==> config.mk <==
export PLATFORM = sky130hd
export DESIGN_NAME = alu_share_ctrl
export DESIGN_NICKNAME = d
export VERILOG_FILES = /design/src/rtl/alu_share_ctrl_pkg.sv /design/src/rtl/alu_ov.sv /design/src/rtl/alu_share_ctrl.sv
export SDC_FILE = /design/constraint.sdc
export NUM_CORES = 1
export LEC_CHECK = 0
export BUFFER_PORTS_ARGS = -buffer_cell sky130_fd_sc_hd__buf_2
export CAP_MARGIN = 20
export CORE_MARGIN = 2
export CORE_UTILIZATION = 50
export DETAILED_ROUTE_END_ITERATION = 12
export GPL_TIMING_DRIVEN = 0
export PLACE_DENSITY = 0.77
export REMOVE_ABC_BUFFERS = 1
export SYNTH_ARGS = -nofsm -noshare
export SYNTH_HDL_FRONTEND = slang
export SYNTH_SLANG_ARGS = --single-unit
==> constraint.sdc <==
create_clock -name clk -period 5.1 [get_ports clk]
set_input_delay 0.255 -clock clk [delete_from_list [all_inputs] [get_ports clk]]
set_output_delay 0.255 -clock clk [all_outputs]
set_load 0.005 [all_outputs]
==> src/rtl/alu_share_ctrl_pkg.sv <==
// Shared types and constants for the shared-ALU sequencer and its ALU.
// Opcode values match the alu_ov encoding.
package alu_share_ctrl_pkg;

  typedef enum logic [1:0] {
    IDLE = 2'd0,
    EXEC = 2'd1,
    RESP = 2'd2
  } state_t;

  localparam logic [3:0] ALUC_ADD = 4'b0000;
  localparam logic [3:0] ALUC_SUB = 4'b0100;
  localparam logic [3:0] ALUC_AND = 4'b0001;
  localparam logic [3:0] ALUC_OR  = 4'b0101;
  localparam logic [3:0] ALUC_XOR = 4'b0010;
  localparam logic [3:0] ALUC_LUI = 4'b0110;
  localparam logic [3:0] ALUC_SLL = 4'b0011;
  localparam logic [3:0] ALUC_SRL = 4'b0111;
  localparam logic [3:0] ALUC_SRA = 4'b1111;

  // Operation captured at grant time; the ALU only ever sees this.
  typedef struct packed {
    logic        id;
    logic        ovchk;
    logic [3:0]  aluc;
    logic [31:0] a;
    logic [31:0] b;
  } op_t;

  typedef struct packed {
    logic        id;
    logic [31:0] r;
    logic        z;
    logic        ov;
    logic        wen;
  } rsp_t;

  function automatic logic is_addsub(input logic [3:0] aluc);
    return (aluc[1:0] == 2'b00);
  endfunction

endpackage

==> src/rtl/alu_ov.sv <==
// 32-bit MIPS-style ALU with signed add/sub overflow flag.
// Purely combinational; no handshake.
// Backpressure: none.
module alu_ov (
  input  logic [31:0] a,
  input  logic [31:0] b,
  input  logic [3:0]  aluc,
  output logic [31:0] r,
  output logic        z,
  output logic        v
);

  logic [31:0] bx;
  logic [31:0] sum;

  always_comb begin
    bx  = aluc[2] ? ~b : b;
    sum = a + bx + {31'd0, aluc[2]};
    r   = 32'd0;
    v   = 1'b0;
    case (aluc[1:0])
      2'b00: begin
        r = sum;
        v = (a[31] == bx[31]) && (sum[31] != a[31]);
      end
      2'b01: r = aluc[2] ? (a | b) : (a & b);
      2'b10: r = aluc[2] ? {b[15:0], 16'h0000} : (a ^ b);
      default: begin
        if (!aluc[2])
          r = b << a[4:0];
        else if (aluc[3])
          r = $signed(b) >>> a[4:0];
        else
          r = b >> a[4:0];
      end
    endcase
    z = (r == 32'd0);
  end

endmodule

==> src/rtl/alu_share_ctrl.sv <==
// Round-robin shares one alu_ov between two requesters, with sticky overflow flag.
// Latency: accept at T, rsp_valid at T+2; at most one op in flight (3 cycles min).
// Backpressure: response held until rsp_ready; no request accepted until then.
module alu_share_ctrl #(
  parameter logic TRAP_ON_OV = 1'b1
) (
  input  logic        clk,
  input  logic        clrn,
  input  logic        req0_valid,
  output logic        req0_ready,
  input  logic [31:0] req0_a,
  input  logic [31:0] req0_b,
  input  logic [3:0]  req0_aluc,
  input  logic        req0_ovchk,
  input  logic        req1_valid,
  output logic        req1_ready,
  input  logic [31:0] req1_a,
  input  logic [31:0] req1_b,
  input  logic [3:0]  req1_aluc,
  input  logic        req1_ovchk,
  output logic        rsp_valid,
  input  logic        rsp_ready,
  output logic        rsp_id,
  output logic [31:0] rsp_r,
  output logic        rsp_z,
  output logic        rsp_ov,
  output logic        rsp_wen,
  output logic        ov_pending,
  output logic        ov_id,
  input  logic        ov_clr
);

  import alu_share_ctrl_pkg::*;

  state_t      state_q, state_d;
  logic        last_grant_q;
  op_t         op_q;
  rsp_t        rsp_q;
  logic        ov_pending_q, ov_id_q;
  logic        any_vld, gnt, accept;
  logic [31:0] alu_r;
  logic        alu_z, alu_v, ov_now;

  // Tie goes to whoever did not win last; a lone valid always wins.
  always_comb begin
    any_vld = req0_valid | req1_valid;
    gnt     = (req0_valid & req1_valid) ? ~last_grant_q : req1_valid;
  end

  always_comb begin
    state_d    = state_q;
    accept     = 1'b0;
    req0_ready = 1'b0;
    req1_ready = 1'b0;
    rsp_valid  = 1'b0;
    case (state_q)
      IDLE: begin
        if (any_vld) begin
          accept     = 1'b1;
          req0_ready = ~gnt;
          req1_ready = gnt;
          state_d    = EXEC;
        end
      end
      EXEC: state_d = RESP;
      RESP: begin
        rsp_valid = 1'b1;
        if (rsp_ready)
          state_d = IDLE;
      end
      default: state_d = IDLE;
    endcase
  end

  alu_ov u_alu (
    .a    (op_q.a),
    .b    (op_q.b),
    .aluc (op_q.aluc),
    .r    (alu_r),
    .z    (alu_z),
    .v    (alu_v)
  );

  assign ov_now = alu_v & op_q.ovchk & is_addsub(op_q.aluc);

  always_ff @(posedge clk) begin
    if (!clrn) begin
      state_q      <= IDLE;
      last_grant_q <= 1'b1;
      op_q         <= '0;
      rsp_q        <= '0;
    end else begin
      state_q <= state_d;
      if (accept) begin
        last_grant_q <= gnt;
        op_q.id      <= gnt;
        op_q.ovchk   <= gnt ? req1_ovchk : req0_ovchk;
        op_q.aluc    <= gnt ? req1_aluc  : req0_aluc;
        op_q.a       <= gnt ? req1_a     : req0_a;
        op_q.b       <= gnt ? req1_b     : req0_b;
      end
      if (state_q == EXEC) begin
        rsp_q.id  <= op_q.id;
        rsp_q.r   <= alu_r;
        rsp_q.z   <= alu_z;
        rsp_q.ov  <= ov_now;
        rsp_q.wen <= ~(TRAP_ON_OV & ov_now);
      end
    end
  end

  // A new overflow beats a same-cycle clear; otherwise the first cause is kept.
  always_ff @(posedge clk) begin
    if (!clrn) begin
      ov_pending_q <= 1'b0;
      ov_id_q      <= 1'b0;
    end else if ((state_q == EXEC) && ov_now) begin
      ov_pending_q <= 1'b1;
      if (!ov_pending_q || ov_clr)
        ov_id_q <= op_q.id;
    end else if (ov_clr) begin
      ov_pending_q <= 1'b0;
    end
  end

  assign rsp_id     = rsp_q.id;
  assign rsp_r      = rsp_q.r;
  assign rsp_z      = rsp_q.z;
  assign rsp_ov     = rsp_q.ov;
  assign rsp_wen    = rsp_q.wen;
  assign ov_pending = ov_pending_q;
  assign ov_id      = ov_id_q;

endmodule

**Yosys cells after proc, flatten, opt, wreduce, memory -nomap -nowiden**

Cells that the tools add are included.
Widths: inputs -> output; s select.

- Register bits: 111
- Bits of input ports: 144
- Output and inout port bits: 41
- Word-level logic and storage cells: 72

- $add $sub $neg: 2
- Eq/ne operators: 8
- Shift operators: 3
- Muxes and demuxes: 24
- Bitwise gates (word level): 11
- Reductions and logical operators: 10

Operators with widths:

| cell | count |
|---|---|
| $mux 32 | 7 |
| $pmux 32 s3 | 1 |
| $add 32x1->32 | 1 |
| $add 32x32->32 | 1 |
| $and 32x32->32 | 1 |
| $logic_not 32->1 | 1 |
| $not 32->32 | 1 |
| $or 32x32->32 | 1 |
| $shl 32x5->32 | 1 |
| $shr 32x5->32 | 1 |
| $sshr 32x5->32 | 1 |
| $xor 32x32->32 | 1 |
| $mux 1 | 12 |
| $pmux 2 s3 | 1 |
| $eq 2x1->1 const B | 2 |
| $eq 2x2->1 const B | 2 |
| $logic_not 2->1 | 2 |
| $mux 2 | 2 |
| $mux 4 | 1 |
| $ne 2x2->1 const B | 2 |
| $reduce_and 2->1 | 2 |
| $and 1x1->1 | 3 |
| $not 1->1 | 3 |
| $logic_and 1x1->1 | 2 |
| 6 further kinds | 6 |

**Logic depth before layout (Yosys ltp)**

- Word-level depth: 11
- Depth in mapped cells: 19

**By module**

Synthesis repeated with hierarchy kept, for this count alone.

- Cell total of the unflattened synthesis: 1800
- Area total of the unflattened synthesis: 13838.3 um^2

By module, submodules not included:

| module | instances | cells an instance | area an instance (um^2) | sequential area each (um^2) |
|---|---|---|---|---|
| alu_ov | 1 | 1238 | 8991.1 | 0.0 |
| alu_share_ctrl | 1 | 562 | 4847.1 | 2222.1 |

**Worst setup path before layout**

No wires, ideal clock.

- Path type: register -> register
- Start: register op_q[66] (netlist name)
- End: register rsp_q, in the netlist rsp_z
- Library setup time: 0.069 ns
- Data arrival time: 4.880 ns
- Required time: 5.031 ns
- Setup slack: 0.151 ns
- Cell stages (with the launch flop): 20
- Path buffers: 6
- Clock period less this slack: 4.949 ns
- Cell sequence: dfxtp_1 clkbuf_1 buf_2 buf_2 buf_1 clkbuf_1 buf_1 xor2_1 ha_1 a21oi_1 o21a_1 nor3_1 or3_2 mux2_1 a22oi_1 or4_1 nor4_1 and4b_1 nand4_1 o21ai_1

- Word-level cells in the longest chain between the ends: 5

Ends and longest elaborated chain:

| element | RTL line | RTL |
|---|---|---|
| $mux 32 | alu_ov.sv:17 | `bx = aluc[2] ? ~b : b;` |
| $add 32x32->32 | alu_ov.sv:18 | `sum = a + bx + {31'd0, aluc[2]};` |
| $add 32x1->32 | alu_ov.sv:18 |  |
| $pmux 32 s3 (*) | alu_ov.sv:21 | `case (aluc[1:0])` |
| $logic_not 32->1 (*) | alu_ov.sv:37 | `z = (r == 32'd0);` |
| end: declaration | alu_share_ctrl.sv:38 | `rsp_t rsp_q;` |

Every way passes the cells marked *; elsewhere a longest branch is shown, timed or not.
A chain may end at the register's enable or synchronous reset.

**Worst setup path in the final report**

- Start: register op_q[66] (netlist name)
- End: register rsp_q, in the netlist rsp_wen

- Word-level cells in the longest chain between the ends: 9

Ends and longest elaborated chain:

| element | RTL line | RTL |
|---|---|---|
| $mux 32 | alu_ov.sv:17 |  |
| $add 32x32->32 | alu_ov.sv:18 |  |
| $add 32x1->32 | alu_ov.sv:18 |  |
| $ne 1x1->1 | alu_ov.sv:24 | `v = (a[31] == bx[31]) && (sum[31] != a[31]);` |
| $logic_and 1x1->1 (*) | alu_ov.sv:24 |  |
| $mux 1 (*) | alu_ov.sv:21 |  |
| $and 1x1->1 (*) (2 in a row) | alu_share_ctrl.sv:84 | `assign ov_now = alu_v & op_q.ovchk & is_addsub(op_q.aluc);` |
| $not 1->1 (*) | alu_share_ctrl.sv:107 | `rsp_q.wen <= ~(TRAP_ON_OV & ov_now);` |

Marked as above.

==> reports/qor.yml <==
setup_path:
  worstSetupStartpointType: "flop"
  worst-setup-path-type: "flop to flop"
  r2r_setup_slack_ns: 0.17
  arrival_ns: 5.21
  worstRegToRegCells: 13
  cp-end-kind: "flop"
  path_max_fanout: 80
  r2r_start: "op_q[66]$_SDFFE_PN0P_"
  worst-endpoint-required_ns: 5.37
  rr_endpoint: "rsp_wen$_SDFFE_PN0P_"
drt:
  drc: 0
  route.antenna.remaining_nets: 0
  routed-via-count: 14200
  route.detailed.wl_per_inst_um: 24.9
  drt-initial-drc-count: 1853
  firstDrtPassIters: 10
  post_drt_via_cell_ratio: 6.90
  drt-total-wl_um: 51400
placement:
  placed_cells_incl_taps: 2045
  dp_hpwl_um: 37600
  gp_congestion: 1.06
  pre_cts_slack_ns: 0.115
  placed_cell_area_um2: 14100
  port_buffers: 184
cells_and_area:
  synth_to_layout_area_growth_pct: 10.6
  nNetsFinal: 1970
  layout-drive-gt1-share: 0.203
  summed_area_of_non_filler_cells_in_the_final_layout_um2: 14400
  layoutNonFillerInstCount: 2063
  num_antenna_cells: 0
  final_core_util: 0.559
global_route:
  grt_start_max_net_pins: 84
  grt_remaining_overflow: 0
  via_count_of_the_first_global_routing_pass: 12500
  global_route.usage.total: 0.365
  grt_antenna_before_repair: 0
  grt_first_pass_wirelength_um: 75900
floorplanning:
  die_w_um: 166
  floorplan.io_pins: 185
  initial_utilization: 0.505
  fp.coreArea_um2: 25800
  die-height_um: 166
  die_area_um2: 27400
  floorplan.rows: 59
worst_hold_path:
  hp-start: "req0_b[6]"
  kind_of_path_behind_the_tightest_hold_check: "input port to flop"
  worstHoldEndpoint: "op_q[6]$_SDFFE_PN0P_"
  holdPathStages: 3
power:
  cellPowerDensity_nw_per_um2: 290
  fin_total_pwr_mw: 4.19
  leakagePower_nw: 5.93
  vdd_ir_drop_max_uv: 156
logic_synthesis:
  synthArstFlopShare: 0
  synth_seq_area_share: 0.170
  syn-mean-instance-area_um2: 7.79
  synthesis.instances: 1675
  synth.lib_cells_used.distinct: 81
  synth-edff-count: 0
  synth-warning-count: 0
  mapped_area_um2: 13000
  synth-seq-cells: 111
  synth-main-ff-cell: "sky130_fd_sc_hd__dfxtp_1"
sta:
  layout_worst_path_cycle_share: 0.967
  hold_viol_final: 0
  worst_slew_margin_rel: 0.272
  maxClockFrequency_mhz: 203
  worst_pin_slew_ns: 1.09
  setup-violations-final: 0
  fin_tns_setup_ns: 0
  finalWorstSetupSlack_ns: 0.166
  holdWs_ns: 0.131
  final_slew_viol_count: 0
  finalClockSkew_ns: 0.0157
  final_period_minus_worst_setup_slack_ns: 4.93
  grt_setup_unrepaired: "false"
clock_network:
  numClockSinks: 111
  clock_insertion_delay_worst_skew_ns: 0.38
  cts_htree_levels: 3
  cts_inserted_buffers: 9
  ctsLongestPathBuffers: 2
  clk_pin_slew_ns: 0.09
  root_buf_cell: "sky130_fd_sc_hd__clkbuf_16"
  cts_tree: "yes"
status:
  status: "complete, no violations"
job:
  drv.max_cap_violation_count: 0
## routing by layer
| metal | vias to the layer above | global-route usage | share of wire |
|---|---|---|---|
| met5 | - | 0 | 0 |
| met4 | 0 | 0.141 | 0.046 |
| met3 | 146 | 0.0932 | 0.12 |
| met2 | 974 | 0.549 | 0.43 |
| met1 | 6762 | 0.500 | 0.40 |
| li1 | 6360 | - | - |
## cell usage in the layout, fill, tap and decap left out, drive strengths merged, types with 34 or more instances in the layout
cell type	n
a21oi	137
a222oi	69
buf	203
dfxtp	111
ha	102
inv	74
mux2	41
mux2i	41
mux4	62
nand2	168
nor2	208
o211ai	34
o21ai	96
xor2	41
## worst max-delay path by stage
stage	from	end
floorplan	op_q[66]$_SDFFE_PN0P_	rsp_z$_SDFFE_PN0P_
global placement	op_q[66]$_SDFFE_PN0P_	rsp_z$_SDFFE_PN0P_
detailed placement	op_q[66]$_SDFFE_PN0P_	rsp_z$_SDFFE_PN0P_
CTS	op_q[66]$_SDFFE_PN0P_	rsp_z$_SDFFE_PN0P_
global route	op_q[66]$_SDFFE_PN0P_	rsp_z$_SDFFE_PN0P_
finish	op_q[66]$_SDFFE_PN0P_	rsp_wen$_SDFFE_PN0P_
## timing repair
item	4_1_cts	5_1_grt
setup buffers	0	2
hold buffers	0	0
gates resized for setup	0	2
endpoints found under the setup margin	0	6
## sequential cells by signal, indices dropped and copies added, names as in the netlist
register      count
last_grant_q      1
op_q             70
ov_id             1
ov_pending        1
rsp_id            1
rsp_ov            1
rsp_r            32
rsp_wen           1
rsp_z             1
state_q           2
## cells by family after synthesis
| group | after synthesis | synth area share |
|---|---|---|
| DFF | 111 | 0.170 |
| AOI/OAI and AO/OA | 514 | 0.272 |
| muxes | 144 | 0.174 |
| buffers and inverters | 239 | 0.0771 |
| xor gates and xnor gates | 54 | 0.0363 |
| and+or+nand+nor | 510 | 0.171 |
| adders and majority gates | 103 | 0.0994 |
## synth_stat cells (31+ instances only)
cell / number / area, µm²
sky130_fd_sc_hd__mux2_2: 31 / 349
sky130_fd_sc_hd__inv_1: 69 / 259
sky130_fd_sc_hd__clkbuf_1: 107 / 402
sky130_fd_sc_hd__mux4_2: 62 / 1400
sky130_fd_sc_hd__dfxtp_1: 111 / 2220
sky130_fd_sc_hd__o211ai_1: 34 / 255
sky130_fd_sc_hd__buf_2: 33 / 165
sky130_fd_sc_hd__nor2_1: 208 / 781
sky130_fd_sc_hd__a21oi_1: 136 / 681
sky130_fd_sc_hd__a222oi_1: 69 / 691
sky130_fd_sc_hd__nand2_1: 168 / 631
sky130_fd_sc_hd__o21ai_0: 84 / 420
sky130_fd_sc_hd__xor2_1: 41 / 359
sky130_fd_sc_hd__ha_1: 102 / 1280
sky130_fd_sc_hd__mux2i_1: 41 / 410
## report_power, final
group,switching (mW),internal [mW],total (mW)
Clock,0.391,0.354,0.745
Combinational,1.33,0.888,2.22
Sequential,0.267,0.955,1.22
Total,1.99,2.20,4.19
## critical path, cell delays in order (launching register included)
cell and delay, ns:
sky130_fd_sc_hd__dfxtp_4 0.74, sky130_fd_sc_hd__buf_16 0.37, sky130_fd_sc_hd__xor2_1 0.13, sky130_fd_sc_hd__ha_1 0.43, sky130_fd_sc_hd__nand4_1 0.12, sky130_fd_sc_hd__o221ai_1 0.39, sky130_fd_sc_hd__nand4_1 0.28, sky130_fd_sc_hd__o2111ai_1 0.62
sky130_fd_sc_hd__a21oi_1 0.19, sky130_fd_sc_hd__a221oi_1 0.65, sky130_fd_sc_hd__a21oi_1 0.20, sky130_fd_sc_hd__mux2i_1 0.27, sky130_fd_sc_hd__nand3_1 0.19, sky130_fd_sc_hd__o211a_1 0.16
## final cells by class
class	count	area, µm²
Fill cell	2469	11400
Multi-Input combinational cell	1325	9850
Sequential cell	111	2240
Timing Repair Buffer	203	1350
Tap cell	335	419
Inverter	73	277
Clock buffer	10	239
Clock inverter	6	50.0
Power figures use the tool's default switching activity.
